[config.mk]
export PLATFORM = sky130hd
export DESIGN_NAME = pov_spi_master
export DESIGN_NICKNAME = d
export VERILOG_FILES = /design/src/rtl/pov_spi_master.sv
export SDC_FILE = /design/constraint.sdc
export NUM_CORES = 1
export LEC_CHECK = 0
export BUFFER_PORTS_ARGS = -buffer_cell sky130_fd_sc_hd__buf_2
export CAP_MARGIN = 20
export CORE_MARGIN = 8
export CORE_UTILIZATION = 55
export CTS_BUF_LIST = sky130_fd_sc_hd__clkbuf_8
export CTS_CLUSTER_DIAMETER = 100
export DETAILED_ROUTE_END_ITERATION = 8
export GPL_ROUTABILITY_DRIVEN = 1
export PLACE_DENSITY_LB_ADDON = 0.12
export SLEW_MARGIN = 5
export SYNTH_ARGS = -nofsm -noshare
export SYNTH_HDL_FRONTEND = slang
export SYNTH_SLANG_ARGS = --single-unit
[constraint.sdc]
create_clock -name clk -period 1.8 [get_ports clk]
set_input_delay 0.18 -clock clk [delete_from_list [all_inputs] [get_ports clk]]
set_output_delay 0.18 -clock clk [all_outputs]
set_load 0.02 [all_outputs]
[src/rtl/pov_spi_master.sv]
// SPI mode-0 feeder for the rbzero POV vector slave: one pending set, one frame in flight.
// Frame = {playerX, playerY, facingX, facingY, vplaneX, vplaneY}, MSB first; all outputs registered.
module pov_spi_master #(
  parameter int VEC_BITS = 15,
  parameter int HALF     = 2,
  parameter int GAP      = 4
) (
  input  logic                clk,
  input  logic                reset,
  input  logic                i_valid,
  output logic                o_ready,
  input  logic [VEC_BITS-1:0] i_playerX,
  input  logic [VEC_BITS-1:0] i_playerY,
  input  logic [VEC_BITS-1:0] i_facingX,
  input  logic [VEC_BITS-1:0] i_facingY,
  input  logic [VEC_BITS-1:0] i_vplaneX,
  input  logic [VEC_BITS-1:0] i_vplaneY,
  output logic                o_sclk,
  output logic                o_mosi,
  output logic                o_ss_n,
  output logic                o_busy,
  output logic                o_done
);
  localparam int N    = 6 * VEC_BITS;
  localparam int BW   = $clog2(N + 1);
  localparam int HMAX = (HALF > GAP) ? HALF : GAP;
  localparam int HW   = $clog2(HMAX + 1);
  localparam logic [HW-1:0] HALF_END = HW'(HALF - 1);
  localparam logic [HW-1:0] GAP_END  = HW'(GAP - 1);
  localparam logic [BW-1:0] LAST_BIT = BW'(N);

  typedef enum logic [2:0] {S_IDLE, S_LEAD, S_HIGH, S_LOW, S_GAP} state_t;

  state_t        state, state_nxt;
  logic [HW-1:0] hcnt, hcnt_nxt;
  logic [BW-1:0] bcnt, bcnt_nxt;
  logic [N-1:0]  shreg, shreg_nxt;
  logic [N-1:0]  pend, pend_nxt;
  logic          pend_full, pend_full_nxt;
  logic          sclk_nxt, mosi_nxt, ss_n_nxt, busy_nxt, done_nxt;
  logic          hdone;

  assign hdone = (hcnt == HALF_END);

  always_ff @(posedge clk) begin
    if (reset) begin
      state     <= S_IDLE;
      hcnt      <= '0;
      bcnt      <= '0;
      shreg     <= '0;
      pend      <= '0;
      pend_full <= 1'b0;
      o_ready   <= 1'b1;
      o_sclk    <= 1'b0;
      o_mosi    <= 1'b0;
      o_ss_n    <= 1'b1;
      o_busy    <= 1'b0;
      o_done    <= 1'b0;
    end else begin
      state     <= state_nxt;
      hcnt      <= hcnt_nxt;
      bcnt      <= bcnt_nxt;
      shreg     <= shreg_nxt;
      pend      <= pend_nxt;
      pend_full <= pend_full_nxt;
      o_ready   <= ~pend_full_nxt;
      o_sclk    <= sclk_nxt;
      o_mosi    <= mosi_nxt;
      o_ss_n    <= ss_n_nxt;
      o_busy    <= busy_nxt;
      o_done    <= done_nxt;
    end
  end

  always_comb begin
    state_nxt     = state;
    hcnt_nxt      = hcnt;
    bcnt_nxt      = bcnt;
    shreg_nxt     = shreg;
    pend_nxt      = pend;
    pend_full_nxt = pend_full;
    sclk_nxt      = o_sclk;
    mosi_nxt      = o_mosi;
    ss_n_nxt      = o_ss_n;
    busy_nxt      = o_busy;
    done_nxt      = 1'b0;

    // Accept and load are exclusive: accept needs the slot empty, load needs it full.
    if (i_valid && !pend_full) begin
      pend_nxt      = {i_playerX, i_playerY, i_facingX, i_facingY, i_vplaneX, i_vplaneY};
      pend_full_nxt = 1'b1;
    end

    case (state)
      S_IDLE: begin
        if (pend_full) begin
          state_nxt     = S_LEAD;
          hcnt_nxt      = '0;
          bcnt_nxt      = '0;
          shreg_nxt     = pend;
          pend_full_nxt = 1'b0;
          ss_n_nxt      = 1'b0;
          sclk_nxt      = 1'b0;
          busy_nxt      = 1'b1;
          mosi_nxt      = pend[N-1];
        end
      end
      S_LEAD: begin
        if (hdone) begin
          state_nxt = S_HIGH;
          hcnt_nxt  = '0;
          sclk_nxt  = 1'b1;
        end else begin
          hcnt_nxt = hcnt + 1'b1;
        end
      end
      S_HIGH: begin
        if (hdone) begin
          // Zero fill means the LOW after the last bit drives mosi=0 on its own.
          state_nxt = S_LOW;
          hcnt_nxt  = '0;
          sclk_nxt  = 1'b0;
          shreg_nxt = {shreg[N-2:0], 1'b0};
          mosi_nxt  = shreg[N-2];
          bcnt_nxt  = bcnt + 1'b1;
        end else begin
          hcnt_nxt = hcnt + 1'b1;
        end
      end
      S_LOW: begin
        if (hdone) begin
          hcnt_nxt = '0;
          if (bcnt == LAST_BIT) begin
            state_nxt = S_GAP;
            ss_n_nxt  = 1'b1;
            done_nxt  = 1'b1;
            mosi_nxt  = 1'b0;
          end else begin
            state_nxt = S_HIGH;
            sclk_nxt  = 1'b1;
          end
        end else begin
          hcnt_nxt = hcnt + 1'b1;
        end
      end
      S_GAP: begin
        if (hcnt == GAP_END) begin
          state_nxt = S_IDLE;
          hcnt_nxt  = '0;
          busy_nxt  = 1'b0;
        end else begin
          hcnt_nxt = hcnt + 1'b1;
        end
      end
      default: state_nxt = S_IDLE;
    endcase
  end
endmodule

**Yosys cells after proc, flatten, opt, wreduce, memory -nomap -nowiden**

Index checks and enable logic that the tools add are counted.

- Output and inout bits: 6
- Word-level logic and storage cells: 87
- Input bits: 93
- Flip-flop bits (word level): 199

- Mux-type cells: 38
- Reductions and logical operators: 18
- Eq/ne operators: 14
- Add/sub/neg operators: 2
- Bitwise gates (word level): 3

Operators by type and width:

| kind | count |
|---|---|
| 2-to-1 mux 89 bit | 2 |
| one-hot mux 89 bit (2 select lines) | 1 |
| 2-to-1 mux 3 bit | 9 |
| 2-to-1 mux 1 bit | 17 |
| one-hot mux 3 bit (5 select lines) | 1 |
| 2-to-1 mux 7 bit | 2 |
| inequality test 2 bit, second input constant | 7 |
| one-hot mux 7 bit (2 select lines) | 1 |
| AND reduction 5 bit | 2 |
| == test 3 x 2 -> 1 bit, second input constant | 3 |
| one-hot mux 3 bit (3 select lines) | 1 |
| adder 7 x 1 -> 7 bit, second input constant | 1 |
| == test 7 bit, second input constant | 1 |
| == test 3 x 1 -> 1 bit, second input constant | 2 |
| AND reduction 3 bit | 2 |
| AND reduction 6 bit | 1 |
| nonzero test 2 bit | 3 |
| nonzero test 3 bit | 2 |
| OR reduction 3 bit | 2 |
| one-hot mux 1 bit (2 select lines) | 2 |
| one-hot mux 1 bit (4 select lines) | 1 |
| AND reduction 4 bit | 1 |
| nonzero test 4 bit | 1 |
| adder 3 x 1 -> 3 bit, second input constant | 1 |
| other kinds (7) | 9 |

**Longest topological paths before layout**

- Depth in word-level cells: 6
- Depth in mapped cells: 9
- Mapped depth without buffers: 6

**Worst setup path after synthesis**

No wires, ideal clock.

- Path kind: register to register
- Start point: register hcnt[1]
- End point: register shreg[17]
- Required time: 1.654 ns
- Stages on the path, launching flop included: 10
- Data arrival time: 1.582 ns
- Clock period less this slack: 1.728 ns
- Path buffers: 3
- Setup slack: 0.072 ns
- Setup time: 0.146 ns
- Cell sequence: dfxtp_1 -> inv_1 -> ha_1 -> and3b_2 -> o21a_1 -> buf_6 -> buf_6 -> buf_4 -> nor2_1 -> a211oi_2

- Longest elaborated chain between the ends: 3

Ends and longest elaborated chain:

| item | line | source |
|---|---|---|
| from (decl) | 35 | `logic [HW-1:0] hcnt, hcnt_nxt;` |
| from (signal assigned) | 61 | `hcnt <= hcnt_nxt;` |
| == test 3 x 1 -> 1 bit | 43 | `assign hdone = (hcnt == HALF_END);` |
| inequality test 2 bit (no line) | - |  |
| AND reduction 3 bit (no line) | - |  |
| to (signal assigned) | 63 | `shreg <= shreg_nxt;` |
| to (decl) | 37 | `logic [N-1:0] shreg, shreg_nxt;` |

Every way passes these cells.
A chain may end at the register's enable or synchronous reset.

**Final worst setup path**

- Start point: register state[1]
- End point: register shreg[16]

- Longest elaborated chain between the ends: 3
- Elaborated cells between the ends (all ways): 7
- Classes of those cells: 3 x eq/ne; 1 x mux; 3 x reduce/logical

Ends and longest elaborated chain:

| item | line | source |
|---|---|---|
| from (decl) | 34 | `state_t state, state_nxt;` |
| from (signal assigned) | 60 | `state <= state_nxt;` |
| == test 3 x 2 -> 1 bit or logical NOT 3 bit (tied branches) | 94 | `case (state)` |
| inequality test 2 bit (no line) or nonzero test 2 bit (tied branches) | - |  |
| AND reduction 3 bit (no line) | - |  |

Parallel ways exist; a longest one is shown, timed or not.

==> impl_metrics.toml <==
[global_route]
grt_max_degree = 58
antenna_found_initial = 0
grt_pass1_wl_um = 30500
grtUsageTotal_pct = 18.58
grt_pass1_vias = 6494
grt_overflow = 0

[die]
die_area_sq_um = 19630
initial_core_util_pct = 55.94
ios = 99
rows = 45
core-area_sq_um = 15150
die_w_um = 140.1
die_h_um = 140.1

[cts]
cts_tree = "done"
clk_latency_ns = 0.46
root_buffer = "clkbuf_8"
cts_buffers = 17
clk_pin_slew_worst_paths_ns = 0.10
cts.sinks = 199
cts_buffer_depth = 2
htree_levels = 4

[synth]
async_flop_share_pct = 0
synth-xor-area-share_pct = 0.4135
synth_top_area_cell = "dfxtp_1"
syn_avg_cell_area_sq_um = 9.361
synth_top_family_by_area = "compound AO/OA/AOI/OAI gates"
ys_top_cells_by_area = "dfxtp_1 47%, a211oi_2 13%, mux2i_1 11%, nand2_1 8.2%, a21oi_1 5.9%"
synth_edf_count = 0
synth_fa_ha_area_share_pct = 0.8861
synth.distinct_cells = 47
syn-cell-area_sq_um = 8472
yosysWarnings = 0
netlist_instances = 905
synth_top_area_share_pct = 47.02
synth-simple-area-share_pct = 15.39
synth.yosys.seq_area_share_pct = 47.02
synth_compound_area_share_pct = 20.40
syn_nets = 1004
ys_seq_elements = 199
synthMuxAreaShare_pct = 10.63
synthFlopType = "dfxtp_1"

[setup_path]
crit_path_max_incr_delay_ns = 0.47
r2r_start = "state[1]$_SDFFE_PP0P_"
required_ns = 2.14
endpoint_kind = "flip-flop"
crit_family = "flip-flops"
start_kind = "flip-flop"
path_depth = 5
cp_data_arrival_time_ns = 2.04
reg2reg_depth = 5
worst_path_max_delay_cell = "dfxtp_1"
critPathBufInv = 2
criticalPathCategory = "flip-flop to flip-flop"
worstReg2RegEnd = "shreg[16]$_SDFFE_PP0P_"
cp_max_fo = 22
rrSetupSlack_ns = 0.11
critical_path.cell_chain = "nor3b_4 > buf_4 > buf_12 > mux2i_1 > a211oi_2"

[timing]
finalWorstSetupSlack_ns = 0.1065
fin_skew_ns = 0.01373
holdWs_ns = 0.1246
hold_viol = 0
maxSlewViolCount = 0
rsz0062_at_grt = "false"
worst_pin_slew_ns = 0.4262
fmax_ghz = 0.5905
setup_tns_ns = 0
period_share_pct = 94.08
setup_viol_count_final = 0
period_minus_slack_ns = 1.693
slew_headroom_pct = 71.46

[drt]
drtAntennaViolNets = 0
drc = 0
routed_wl_um = 18130
wl_per_cell_um = 14.25
vias = 6666
drt-initial-drc-count = 401
via_per_inst = 5.241
detail_route.first_pass.iterations = 6

[run]
max_cap_violations = 0

[placed_design]
io_buffer_count = 98
place_ws_ns = 0.06955
dp.cells = 1147
place_hpwl_um = 10890
place_area_sq_um = 9199
gp_congestion = 0.8362

[power_and_ir_drop]
powerDensity_nw_per_um2 = 962.6
irDropWorstVdd_mv = 0.6625
total_power_mw = 10.20
p_leak_nw = 3.853

[hold_path]
min_path_type = "input port to flip-flop"
worstHoldStart = "i_valid"
whs_path_depth = 3
holdPathEnd = "o_ready$_SDFF_PP1_"

[cells_and_area]
fin_cells = 1272
fin_util_pct = 69.93
layout-drive-gt1-share_pct = 23.99
area_growth_pct = 25.02
diodes = 0
final_area_sq_um = 10590
nets = 1170

[status]
status = "finished, final reports clean"
-- worst min-delay path, cell delays in order --
cell	delay [ns]
buf_2	0.13
nor2_1	0.07
or3_1	0.15
-- synth_stat cells, drive strengths merged, types with 3 or more instances --
library cell,count
xor2,3
nand3,3
nor4,3
a21oi,100
mux2i,90
inv,7
nor2,102
or3,4
nand4,3
nand2b,3
nor3b,3
o21ai,4
nand2,184
clkbuf,52
a211oi,88
dfxtp,199
buf,23
ha,6
-- cell usage in the layout (no fill, tap or decap), types with 8 or more instances in the layout --
cell and instances:
dfxtp_1 198, nand2_1 184, nor2_1 101, a21oi_1 100, buf_2 97, mux2i_1 90
dlygate4sd3_1 90, a211oi_2 88, buf_4 21, clkbuf_8 18, buf_12 12, inv_1 8
-- what timing repair did --
action	CTS	global route
gates resized for setup	0	3
endpoints found under the hold margin	88	2
buffers inserted	0	3
endpoints found under the setup margin	0	32
hold buffers	88	2
-- metal layers --
layer | vias up | part of all wire [%] | global-route usage (%)
met5 | - | 0 | 0
met4 | 0 | 1.4 | 4.857
met3 | 21 | 4.2 | 4.621
met2 | 119 | 47 | 30.38
met1 | 3080 | 48 | 24.02
li1 | 3446 | - | -
-- report_power, final --
group          switching [mW]  internal, mW  total [mW]
registers               0.214          4.80        5.01
clock network            1.56          1.67        3.23
logic                    1.04         0.912        1.96
total                    2.82          7.38        10.2
-- layout make-up --
type / count / area, sq um
fill: 1169 / 4554
inverter: 7 / 26.28
clock inverter: 15 / 226.5
tap: 188 / 235.2
clock buffer: 17 / 234.0
timing repair buffer: 222 / 1809
sequential: 199 / 3985
multi-input combinational: 624 / 4075
-- flip-flops by register name, indices dropped and copies added, names as in the netlist, 3 cells and up --
register	cells
state	3
pend	90
shreg	89
hcnt	3
bcnt	7
-- worst max path at each step --
stage / startpoint / to
3_5_place_dp: hcnt[1]$_SDFFE_PP0P_ / shreg[75]$_SDFFE_PP0P_
3_3_place_gp: hcnt[1]$_SDFFE_PP0P_ / shreg[76]$_SDFFE_PP0P_
6_report: state[1]$_SDFFE_PP0P_ / shreg[16]$_SDFFE_PP0P_
4_1_cts: hcnt[1]$_SDFFE_PP0P_ / shreg[75]$_SDFFE_PP0P_
5_1_grt: state[2]$_SDFFE_PP0P_ / shreg[38]$_SDFFE_PP0P_
2_1_floorplan: hcnt[1]$_SDFFE_PP0P_ / shreg[17]$_SDFFE_PP0P_
-- cell families (layout without fill, tap and decap cells) --
group | Yosys count | count (layout)
AND/OR/NAND/NOR | 319 | 319
adder cells (fa/ha/maj) | 6 | 6
XOR/XNOR | 4 | 4
AO/OA/AOI/OAI | 205 | 205
flip-flops | 199 | 199
buffers and inverters | 82 | 261
multiplexers | 90 | 90
(Power assumes the default switching activity.)
